## src/rtl/if_fetch_pkg.sv

```systemverilog
// Shared types and constants for the byte-serial instruction fetch unit.
// Optional feature macro: IF_MISALIGN_EXC_EN (misaligned branch target trap).
package if_fetch_pkg;

  localparam int INST_ADDR_W = 32;
  localparam int INST_W      = 32;
  localparam int BYTE_W      = 8;
  localparam int STALL_W     = 6;
  localparam int LANE_W      = 2;
  localparam int STALL_FETCH = 0;

  localparam logic [INST_ADDR_W-1:0] PC_RESET   = '0;
  localparam logic [INST_ADDR_W-1:0] PC_STEP    = INST_ADDR_W'(INST_W / BYTE_W);
  localparam logic [LANE_W-1:0]      LANE_ALIGN = '0;

  typedef enum logic [2:0] {
    ST_FETCH0 = 3'd0,
    ST_FETCH1 = 3'd1,
    ST_FETCH2 = 3'd2,
    ST_FETCH3 = 3'd3,
    ST_DONE   = 3'd4
  } fetch_state_t;

  // Successor of a byte-fetch state once its byte has arrived.
  function automatic fetch_state_t next_lane_state(input fetch_state_t s);
    case (s)
      ST_FETCH0: return ST_FETCH1;
      ST_FETCH1: return ST_FETCH2;
      ST_FETCH2: return ST_FETCH3;
      default:   return ST_DONE;
    endcase
  endfunction

  // Byte lane being fetched; the FETCHk encodings equal k.
  function automatic logic [LANE_W-1:0] lane_of(input fetch_state_t s);
    logic [2:0] raw;
    raw = s;
    return raw[LANE_W-1:0];
  endfunction

endpackage

```

## src/rtl/if_fetch_pc_reg.sv

```systemverilog
// Program counter register with next-PC selection: branch load, sequential
// advance by one instruction word, or hold. Wrap at the top of memory is silent.
module pc_reg
  import if_fetch_pkg::*;
(
  input  logic                   clk,
  input  logic                   rst,
  input  logic                   load,
  input  logic                   advance,
  input  logic [INST_ADDR_W-1:0] target,
  output logic [INST_ADDR_W-1:0] pc
);

  logic [INST_ADDR_W-1:0] pc_next;

  // Next-PC mux: a branch load outranks a sequential advance.
  always_comb begin
    pc_next = pc;
    if (load) begin
      pc_next = target;
    end else if (advance) begin
      pc_next = pc + PC_STEP;
    end
  end

  // PC register with synchronous active-low reset.
  always_ff @(posedge clk) begin
    if (!rst) begin
      pc <= PC_RESET;
    end else begin
      pc <= pc_next;
    end
  end

endmodule

```

## src/rtl/if_fetch.sv

```systemverilog
// Instruction fetch over an 8-bit memory port: four byte reads per word,
// little-endian assembly, one outstanding request at most.
// Optional feature macro: IF_MISALIGN_EXC_EN adds output if_misalign.
//
// state     | meaning
// ----------+--------------------------------------------------------
// ST_FETCH0 | requesting/awaiting byte 0 at pc
// ST_FETCH1 | requesting/awaiting byte 1 at pc+1
// ST_FETCH2 | requesting/awaiting byte 2 at pc+2
// ST_FETCH3 | requesting/awaiting byte 3 at pc+3
// ST_DONE   | word presented to IF/ID; waits for stall[0] to drop
module if_fetch
  import if_fetch_pkg::*;
(
  input  logic                   clk,
  input  logic                   rst,
  input  logic [STALL_W-1:0]     stall,
  input  logic                   branch_flag,
  input  logic [INST_ADDR_W-1:0] branch_target,
  output logic                   mem_req,
  output logic [INST_ADDR_W-1:0] mem_addr,
  input  logic                   mem_rvalid,
  input  logic [BYTE_W-1:0]      mem_rdata,
  output logic [INST_ADDR_W-1:0] if_pc,
  output logic [INST_W-1:0]      if_inst,
  output logic                   stallreq_if
`ifdef IF_MISALIGN_EXC_EN
  ,
  output logic                   if_misalign
`endif
);

  fetch_state_t           state;
  fetch_state_t           state_next;
  logic [INST_W-1:0]      word_buf;
  logic                   drop;
  logic [INST_ADDR_W-1:0] pc;
  logic [LANE_W-1:0]      lane;
  logic                   fetching;
  logic                   accept;
  logic                   misalign_target;
  logic                   misalign_hold;
  logic                   pc_advance;
  logic                   unused_stall;

  assign unused_stall = ^stall[STALL_W-1:1];
  assign fetching     = (state != ST_DONE);
  assign lane         = lane_of(state);
  assign accept       = mem_req && mem_rvalid;

`ifdef IF_MISALIGN_EXC_EN
  logic misalign_q;

  assign misalign_target = (branch_target[LANE_W-1:0] != LANE_ALIGN);
  assign misalign_hold   = misalign_q;
  assign if_misalign     = misalign_q;

  // Trap flag: set by a misaligned branch, cleared by the next aligned one.
  always_ff @(posedge clk) begin
    if (!rst) begin
      misalign_q <= 1'b0;
    end else if (branch_flag) begin
      misalign_q <= misalign_target;
    end
  end
`else
  assign misalign_target = 1'b0;
  assign misalign_hold   = 1'b0;
`endif

  // Sequential step only when the presented word is released downstream.
  assign pc_advance = (state == ST_DONE) && !stall[STALL_FETCH] &&
                      !misalign_hold && !branch_flag;

  pc_reg u_pc_reg (
    .clk     (clk),
    .rst     (rst),
    .load    (branch_flag),
    .advance (pc_advance),
    .target  (branch_target),
    .pc      (pc)
  );

  // FSM state register.
  always_ff @(posedge clk) begin
    if (!rst) begin
      state <= ST_FETCH0;
    end else begin
      state <= state_next;
    end
  end

  // FSM next state: a branch overrides everything, including a byte
  // arriving in the same cycle.
  always_comb begin
    state_next = state;
    if (branch_flag) begin
      state_next = misalign_target ? ST_DONE : ST_FETCH0;
    end else if (fetching) begin
      if (accept) begin
        state_next = next_lane_state(state);
      end
    end else if (!stall[STALL_FETCH] && !misalign_hold) begin
      state_next = ST_FETCH0;
    end
  end

  // FSM outputs: request bytes while fetching, present the word when done.
  // While a pre-branch response is still in flight the request is held low.
  always_comb begin
    mem_req     = 1'b0;
    mem_addr    = pc;
    stallreq_if = 1'b0;
    if_pc       = '0;
    if_inst     = '0;
    if (fetching) begin
      mem_req     = !drop;
      mem_addr    = pc + INST_ADDR_W'(lane);
      stallreq_if = 1'b1;
    end else begin
      if_pc   = pc;
      if_inst = misalign_hold ? '0 : word_buf;
    end
  end

  // Drop flag: a branch that strands an unanswered request must swallow
  // that request's eventual response instead of taking it as byte 0.
  always_ff @(posedge clk) begin
    if (!rst) begin
      drop <= 1'b0;
    end else if (branch_flag) begin
      drop <= (drop || mem_req) && !mem_rvalid;
    end else if (mem_rvalid) begin
      drop <= 1'b0;
    end
  end

  // Byte assembly, little-endian by lane.
  always_ff @(posedge clk) begin
    if (!rst) begin
      word_buf <= '0;
    end else if (branch_flag) begin
      word_buf <= '0;
    end else if (accept) begin
      word_buf[int'(lane) * BYTE_W +: BYTE_W] <= mem_rdata;
    end
  end

endmodule
```

## config.mk

```make
export PLATFORM = sky130hd
export DESIGN_NAME = if_fetch
export DESIGN_NICKNAME = d
export VERILOG_FILES = /design/src/rtl/if_fetch_pkg.sv /design/src/rtl/if_fetch_pc_reg.sv /design/src/rtl/if_fetch.sv
export SDC_FILE = /design/constraint.sdc
export NUM_CORES = 1
export LEC_CHECK = 0
export BUFFER_PORTS_ARGS = -buffer_cell sky130_fd_sc_hd__buf_2
export CAP_MARGIN = 20
export CORE_UTILIZATION = 47
export DETAILED_ROUTE_END_ITERATION = 8
export PLACE_DENSITY = 0.79
export RECOVER_POWER = 100
export SETUP_SLACK_MARGIN = 0.5
export SYNTH_ARGS = -nofsm -noshare
export SYNTH_HDL_FRONTEND = slang
export SYNTH_HIERARCHICAL = 1
export SYNTH_SLANG_ARGS = --single-unit
```

## constraint.sdc

```tcl
create_clock -name clk -period 2.4 [get_ports clk]
set_clock_uncertainty 0.05 [all_clocks]
set_input_delay 0.12 -clock clk [delete_from_list [all_inputs] [get_ports clk]]
set_output_delay 0.12 -clock clk [all_outputs]
set_load 0.1 [all_outputs]
```

==> out/metrics.yaml, run 1 <==
worst_endpoint_kind: "primary output"
synth_fp_nets: 662
yosys_register_bits: 68
num_rows: 35
tool.error: "[ERROR DPL-0038] Utilization greater than 100%, impossible to legalize"
cts_made_buffers: 9
async_reset_ff_share_pct: 0
lastStage: "5_1_grt"
ios: 148
chipWidth_um: 101
synth_area_um2: 4590
synth-main-ff-cell: "dfxtp_1"
cts_sinks: 68
netlist_instances: 603
dp_hpwl_mm: 13.2
io_buffers: 142
start_util_pct: 49.2
root_buffer: "clkbuf_8"
yosysUniqueCellTypes: 56
worstEndpointGrtRepair: "mem_addr[26]"
ys_warn_count: 6
die_h_um: 101
seq_area_frac_synth_pct: 29.7
grt_start_max_net_pins: 66
cts_buffer_depth: 2
run_status: "did not finish"
htree_num_levels: 3
synth-edff-count: 0
avgSynthCellArea_um2: 7.60
finalWeightedCongestion: 0.996
place_area_um2: 7650
synth_stat cells, types with 2 or more instances:
cell type	n	share of area [%]
and3_1	71	9.7
dfxtp_1	68	30
nand2_1	60	4.9
nand3_1	50	5.5
a21oi_1	47	5.1
clkbuf_1	38	3.1
nand4_1	31	4.2
nor2_1	28	2.3
xnor2_1	26	5.0
o21ai_0	24	2.6
inv_1	13	1.1
xor2_1	13	2.5
a31oi_1	11	1.5
nor3_1	10	1.1
nor4_1	10	1.4
or4_1	9	1.5
ha_1	8	2.2
o31ai_1	8	1.3
mux2i_1	7	1.5
buf_2	6	0.65
and2_1	5	0.68
a211oi_1	4	0.65
nor3b_1	4	0.65
or3_1	4	0.55
and3_2	3	0.49
and4_1	3	0.57
nand4_2	3	0.82
nor3_2	3	0.65
or2_2	3	0.41
and4_2	2	0.44
nand2b_1	2	0.27
nand3_2	2	0.44
nand4b_1	2	0.38
nor4_4	2	0.93
or3_4	2	0.49
what timing repair did:
action / CTS
cloned: 3
endpoints found under the setup margin: 161
endpoints found under the hold margin: 4
pin swaps: 49
resized for setup: 119
hold buffers: 4
setup buffers: 33
cells by family after synthesis:
group / Yosys count / share of synthesized area, %
buffers and inverters: 59 / 5.24
and+or+nand+nor: 316 / 40.1
xor gates and xnor gates: 39 / 7.45
adders and majority gates: 9 / 2.62
AOI/OAI and AO/OA: 105 / 13.4
muxes: 7 / 1.53
DFF: 68 / 29.7
per-stage QoR:
step           util (%)  hold slack [ns]  cells  TNS (ns)  worst slack (ns)
3_5_place_dp       82.0            0.322    863    -0.154           -0.0701
2_1_floorplan         -            0.213    603     -8.56            -0.369
4_1_cts            92.6          0.00359    919     -1.87            -0.153
3_3_place_gp       82.0            0.300    863         0            0.0798
==> inputs of run 2 (changes only) <==
--- a/config.mk
+++ b/config.mk
@@ -7,11 +7,10 @@
 export LEC_CHECK = 0
 export BUFFER_PORTS_ARGS = -buffer_cell sky130_fd_sc_hd__buf_2
 export CAP_MARGIN = 20
-export CORE_UTILIZATION = 47
+export CORE_UTILIZATION = 40
 export DETAILED_ROUTE_END_ITERATION = 8
-export PLACE_DENSITY = 0.79
+export PLACE_DENSITY_LB_ADDON = 0.15
 export RECOVER_POWER = 100
-export SETUP_SLACK_MARGIN = 0.5
 export SYNTH_ARGS = -nofsm -noshare
 export SYNTH_HDL_FRONTEND = slang
 export SYNTH_HIERARCHICAL = 1
==> constraint.sdc (replaced) <==
create_clock -name clk -period 3.12 [get_ports clk]
set_clock_uncertainty 0.05 [all_clocks]
set_input_delay 0.156 -clock clk [delete_from_list [all_inputs] [get_ports clk]]
set_output_delay 0.156 -clock clk [all_outputs]
set_load 0.1 [all_outputs]
==> run 2 against run 1 <==
Synthesized area is the same. Synthesized cell count is the same. The flow now finishes without violations.
==> out/metrics.yaml, run 2 <==
run_status: "complete, no violations"
timing.fmax_mhz: 338
syn2layout_area_growth_pct: 35.3
synth-edff-count: 0
ys_warn_count: 6
maxSlewViolCount: 0
cts_resized: 0
wirelength_mm: 15.0
cp-start-kind: "register"
grt_pass1_wl_mm: 23.5
synth_area_um2: 4590
grtUsageTotal_pct: 25.5
via_count: 5146
post-synth-top-count-cell: "and3_1"
rsz0062_at_grt: "no"
cp.arrival_ns: 2.75
yosys_register_bits: 68
start_util_pct: 41.8
drtIter0Drc: 353
yosys-top-cells-area: "dfxtp_1 30%, and3_1 9.7%, nand3_1 5.5%"
n_fill_cell: 1058
switchingPower_mw: 0.843
cts_sinks: 68
ios: 148
slowest_stage: "dfxtp_1"
synth_top_area_cell: "dfxtp_1"
p_per_area_nw_per_um2: 439
crit_fanout: 12
cts_buffer_depth: 2
fin_crit_ns: 2.96
synth_fp_nets: 662
dr.pass1.iters: 4
htree_num_levels: 3
num_rows: 38
finalWeightedCongestion: 0.855
grt_start_max_net_pins: 67
intPower_mw: 1.88
die_h_um: 109
netlist_top_cells_count: "71 x and3_1, 68 x dfxtp_1, 60 x nand2_1, 50 x nand3_1, 47 x a21oi_1"
swShare_pct: 30.9
overflow: 0
clock_latency_ns: 0.33
p_leak_nw: 2.72
grt_antenna_before_repair: 0
pwr-share-comb_pct: 20.5
io_buffers: 142
hp-class: "primary input to register"
crit_chain: "nand4_4 -> nor3_1 -> buf_4 -> nand4_1 -> xnor2_1 -> buf_12"
clkPwrFrac_pct: 43.7
crit_required_ns: 2.91
final_cell_mix: "71 x and3_1, 68 x dfxtp_1, 64 x clkbuf_2"
worstSetupEndpointType: "output port"
max_slew.worst_pin.slew_ns: 1.20
synth_top_area_share_pct: 29.7
cts_tree: "done"
ant_nets: 0
peakVddDrop_mv: 0.250
criticalPathCategory: "register to output port"
avgSynthCellArea_um2: 7.60
postCtsSetupBuffers: 0
viasPerCell: 5.94
chipWidth_um: 109
power_frac_seq_pct: 35.8
crit_family: "simple AND/OR/NAND/NOR gates"
cts_made_buffers: 9
fin_setup_tns_ns: 0
drcViolationCount: 0
holdWs_ns: 0.0294
grt_pass1_vias: 4656
final_hold_viol_count: 0
core_area_um2: 11000
cts_hold_buf: 0
seq_area_frac_synth_pct: 29.7
synth-main-ff-cell: "dfxtp_1"
setup_violations: 0
clk_pin_slew_worst_paths_ns: 0.05
dieArea_um2: 11900
drv_cap: 0
final_nets: 781
async_reset_ff_share_pct: 0
layout-drive-gt1-share_pct: 27.1
n_antenna_cell: 0
layout_commonest_cell: "and3_1"
fin_crit_sh_pct: 94.8
netlist_instances: 603
slew-limit-headroom_pct: 20.1
path_buf_inv: 2
dp_hpwl_mm: 10.6
yosysUniqueCellTypes: 56
wl_per_cell_um: 17.3
slowest_delay_ns: 0.65
root_buffer: "clkbuf_16"
[run 2: routing by layer]
metal	track usage, %	share of wire, %	up-vias
met5	0	0	-
met4	8.49	1.8	0
met3	5.38	8.6	24
met2	38.3	45	228
met1	35.8	45	2450
li1	-	-	2444
[run 2: cells by family (layout without fill, tap and decap cells)]
| group | Yosys count | in the layout | synth area share, % |
|---|---|---|---|
| buffers and inverters | 59 | 182 | 5.24 |
| adder cells (fa/ha/maj) | 9 | 9 | 2.62 |
| flip-flops | 68 | 68 | 29.7 |
| XOR/XNOR | 39 | 39 | 7.45 |
| multiplexers | 7 | 7 | 1.53 |
| AO/OA/AOI/OAI | 105 | 105 | 13.4 |
| AND/OR/NAND/NOR | 316 | 316 | 40.1 |
[run 2: cell type report]
cell class              count  area (um^2)  share of cell area [%]
multi-input cells         476         3060                    49.3
flip-flops and latches     68         1360                    21.9
repair buffers            154         1220                    19.6
clock buffers              10          239                    3.85
well taps                 140          175                    2.82
clock inverters             5          108                    1.73
inverters                  13         48.8                   0.786
[run 2: final timing paths]
kind,cells after the start,from,endpoint,slack (ns)
worst max-delay path,6,u_pc_reg/pc[4],mem_addr[27],0.16
worst min-delay path,3,branch_target[6],u_pc_reg/pc[6],0.03
worst max register to register,8,state[1],word_buf[13],0.29
worst min register to register,2,word_buf[6],word_buf[6],0.40
[run 2: worst min-delay path: cells and delay by family]
kind | cells | cell delay, ns
and+or+nand+nor | 1 | 0.08
muxes | 1 | 0.05
buffers and inverters | 1 | 0.08
[run 2: power groups by stage]
stage                     combinational, mW  sequential (mW)  clock [mW]
after global routing                  0.587            0.982        1.24
final                                 0.559            0.976        1.19
after global placement                0.579            0.995           0
after detailed placement              0.582            0.997           0
after CTS                             0.584            0.978        1.20
after floorplan                       0.383            0.977           0
[run 2: through the flow]
stage                     power [mW]  std cells  instance area, um^2  worst slack, ns  utilization (%)
after global routing            2.81        866                 6210           0.0314             56.5
final                           2.73        866                 6210            0.163             56.5
after global placement          1.57        851                 6080            0.487             55.4
after detailed placement        1.58        851                 6080            0.384             55.4
after CTS                       2.77        866                 6430            0.284             58.5
after floorplan                 1.36        603                 4780           -0.331                -
Note: power is estimated with default switching activity, not from simulation.
==> inputs of run 3 (changes only) <==
--- a/config.mk
+++ b/config.mk
@@ -13,5 +13,4 @@
 export RECOVER_POWER = 100
 export SYNTH_ARGS = -nofsm -noshare
 export SYNTH_HDL_FRONTEND = slang
-export SYNTH_HIERARCHICAL = 1
 export SYNTH_SLANG_ARGS = --single-unit
==> constraint.sdc (replaced) <==
create_clock -name clk -period 3 [get_ports clk]
set_clock_uncertainty 0.05 [all_clocks]
set_input_delay 0.15 -clock clk [delete_from_list [all_inputs] [get_ports clk]]
set_output_delay 0.15 -clock clk [all_outputs]
set_load 0.1 [all_outputs]
==> run 3 against run 2 <==
Worst setup slack barely moved. Synthesized cell count fell by 2.2%. Register-to-register slack improved by 0.17 ns. Synthesized area fell by 3.4%. Worst hold slack got worse by 0.012 ns. Critical path depth rose by 3. Sequential power barely moved. Wire length fell by 3.1%. Largest cell class unchanged. Highest routed layer unchanged.
==> out/metrics.yaml, run 3 <==
grtUsageTotal_pct: 25.8
cp-start-kind: "register"
fin_crit_ns: 2.84
ys_warn_count: 0
drv_cap: 0
slew-limit-headroom_pct: 20.9
worstSetupEndpointType: "output port"
p_per_area_nw_per_um2: 387
ios: 148
netlist_top_cells_count: "72 x and3_1, 68 x dfxtp_1, 64 x nand3_1, 52 x nand2_1, 48 x a21oi_1"
run_status: "complete, no violations"
p_total_mw: 2.40
seq_area_frac_synth_pct: 30.7
final_hold_viol_count: 0
max_slew.worst_pin.slew_ns: 1.19
synth_top_area_cell: "dfxtp_1"
yosys-top-cells-area: "dfxtp_1 31%, and3_1 10%, nand3_1 7.2%"
num_rows: 38
criticalPathCategory: "register to output port"
dieArea_um2: 11500
post-route-cell-area_um2: 6190
crit_fanout: 8
dr.pass1.iters: 5
n_antenna_cell: 0
synth_area_um2: 4430
crit_required_ns: 2.80
cts_sinks: 68
wirelength_mm: 14.5
synth_fp_nets: 649
ant_nets: 0
postCtsSetupBuffers: 0
regArea_um2: 1360
synth_top_area_share_pct: 30.7
multi_input_area_um2: 3110
layout-drive-gt1-share_pct: 30.1
timing.fmax_mhz: 353
synth-main-ff-cell: "dfxtp_1"
io_buffers: 142
start_util_pct: 40.9
layout_commonest_cell: "and3_1"
fin_crit_sh_pct: 94.5
via_count: 4869
finalWeightedCongestion: 0.858
p_leak_nw: 2.70
netlist_instances: 590
core_area_um2: 10800
chipWidth_um: 107
htree_num_levels: 3
cts_tree: "done"
n_fill_cell: 1054
viasPerCell: 5.66
rrSetupSlack_ns: 0.46
grt_pass1_wl_mm: 23.3
syn2layout_area_growth_pct: 39.6
grt_pass1_vias: 4664
synth-edff-count: 0
holdWs_ns: 0.0177
clock_latency_ns: 0.35
cts_buffer_depth: 2
root_buffer: "clkbuf_8"
overflow: 0
die_h_um: 107
grt_start_max_net_pins: 60
place_area_um2: 5990
cp.arrival_ns: 2.64
hp-class: "primary input to register"
slowest_delay_ns: 0.41
drcViolationCount: 0
yosysUniqueCellTypes: 51
clk_pin_slew_worst_paths_ns: 0.08
slowest_stage: "dfxtp_2"
cts_made_buffers: 9
grt_antenna_before_repair: 0
avgSynthCellArea_um2: 7.51
setup_violations: 0
async_reset_ff_share_pct: 0
drtIter0Drc: 278
path_buf_inv: 3
fin_setup_tns_ns: 0
dp_hpwl_mm: 10.4
crit_chain: "ha_1 -> inv_1 -> fa_1 -> a21oi_2 -> nand3_4 -> nor4_2 -> buf_4 -> xor2_4 -> buf_12"
post-synth-top-count-cell: "and3_1"
final_nets: 774
crit_family: "adder cells"
maxSlewViolCount: 0
yosys_register_bits: 68
final_cell_mix: "72 x and3_1, 66 x dfxtp_1, 63 x nand3_1"
wl_per_cell_um: 16.9
peakVddDrop_mv: 0.241
==> run 3: cell count changes in the layout (fill, tap and decap cells not counted), sizes merged, moves of 8 or more <==
cell   previous run  this run
buf              83        92
nand2            60        52
nand3            53        65
nand4            35        17
==> run 3: area by class of cell <==
cell class,instances,share of cell area [%]
sequential,68,22.0
timing repair buffer,168,21.1
clock buffer,10,2.06
clock inverter,6,1.05
multi-input combinational,458,50.3
tap,140,2.83
inverter,10,0.607
==> run 3: what timing repair did <==
item                                    CTS  global route
endpoints found under the setup margin   12            12
hold buffers                              3             0
gates resized for setup                   4            11
hold endpoints to repair                  3             0
pin swaps                                 0             0
==> run 3: final timing paths <==
check                          from               to  cells after the start
setup reg to reg     u_pc_reg.pc[3]  u_pc_reg.pc[30]                      6
setup / recovery           state[0]     mem_addr[26]                      9
hold reg to reg         word_buf[2]      word_buf[2]                      2
hold / removal    branch_target[14]  u_pc_reg.pc[14]                      3
==> run 3: cell families after synthesis <==
family                   count (synthesis)  share of synthesized area, %
adder cells (fa/ha/maj)                  9                          2.71
multiplexers                             3                         0.678
flip-flops                              68                          30.7
AO/OA/AOI/OAI                          108                          14.4
AND/OR/NAND/NOR                        296                          37.2
XOR/XNOR                                42                          8.30
buffers and inverters                   64                          5.99
==> run 3: worst register-to-register path: cells and delay by family, from the launching register on <==
| kind | cells | cell delay (ns) |
|---|---|---|
| buf+inv | 1 | 0.29 |
| flops | 1 | 0.48 |
| simple gates | 4 | 1.33 |
| fa+ha+maj | 1 | 0.32 |
==> run 3: report_power, final <==
group | switching, mW | internal (mW)
clock network | 0.374 | 0.384
registers | 0.0657 | 0.937
logic | 0.421 | 0.215
==> run 3: per-stage QoR <==
step,instances,utilization (%),setup slack [ns]
2_1_floorplan,590,-,-0.0399
3_3_place_gp,841,55.3,0.287
3_5_place_dp,841,55.3,0.220
4_1_cts,860,57.5,0.0107
5_1_grt,860,57.1,-0.0146
6_report,860,57.1,0.164
==> run 3: layer usage <==
layer  vias to the layer above  share of wire, %  GRT usage [%]
met5                         -                 0              0
met4                         0               2.0           7.34
met3                        25               5.6           4.96
met2                       158                51           44.1
met1                      2318                42           33.0
li1                       2368                 -              -
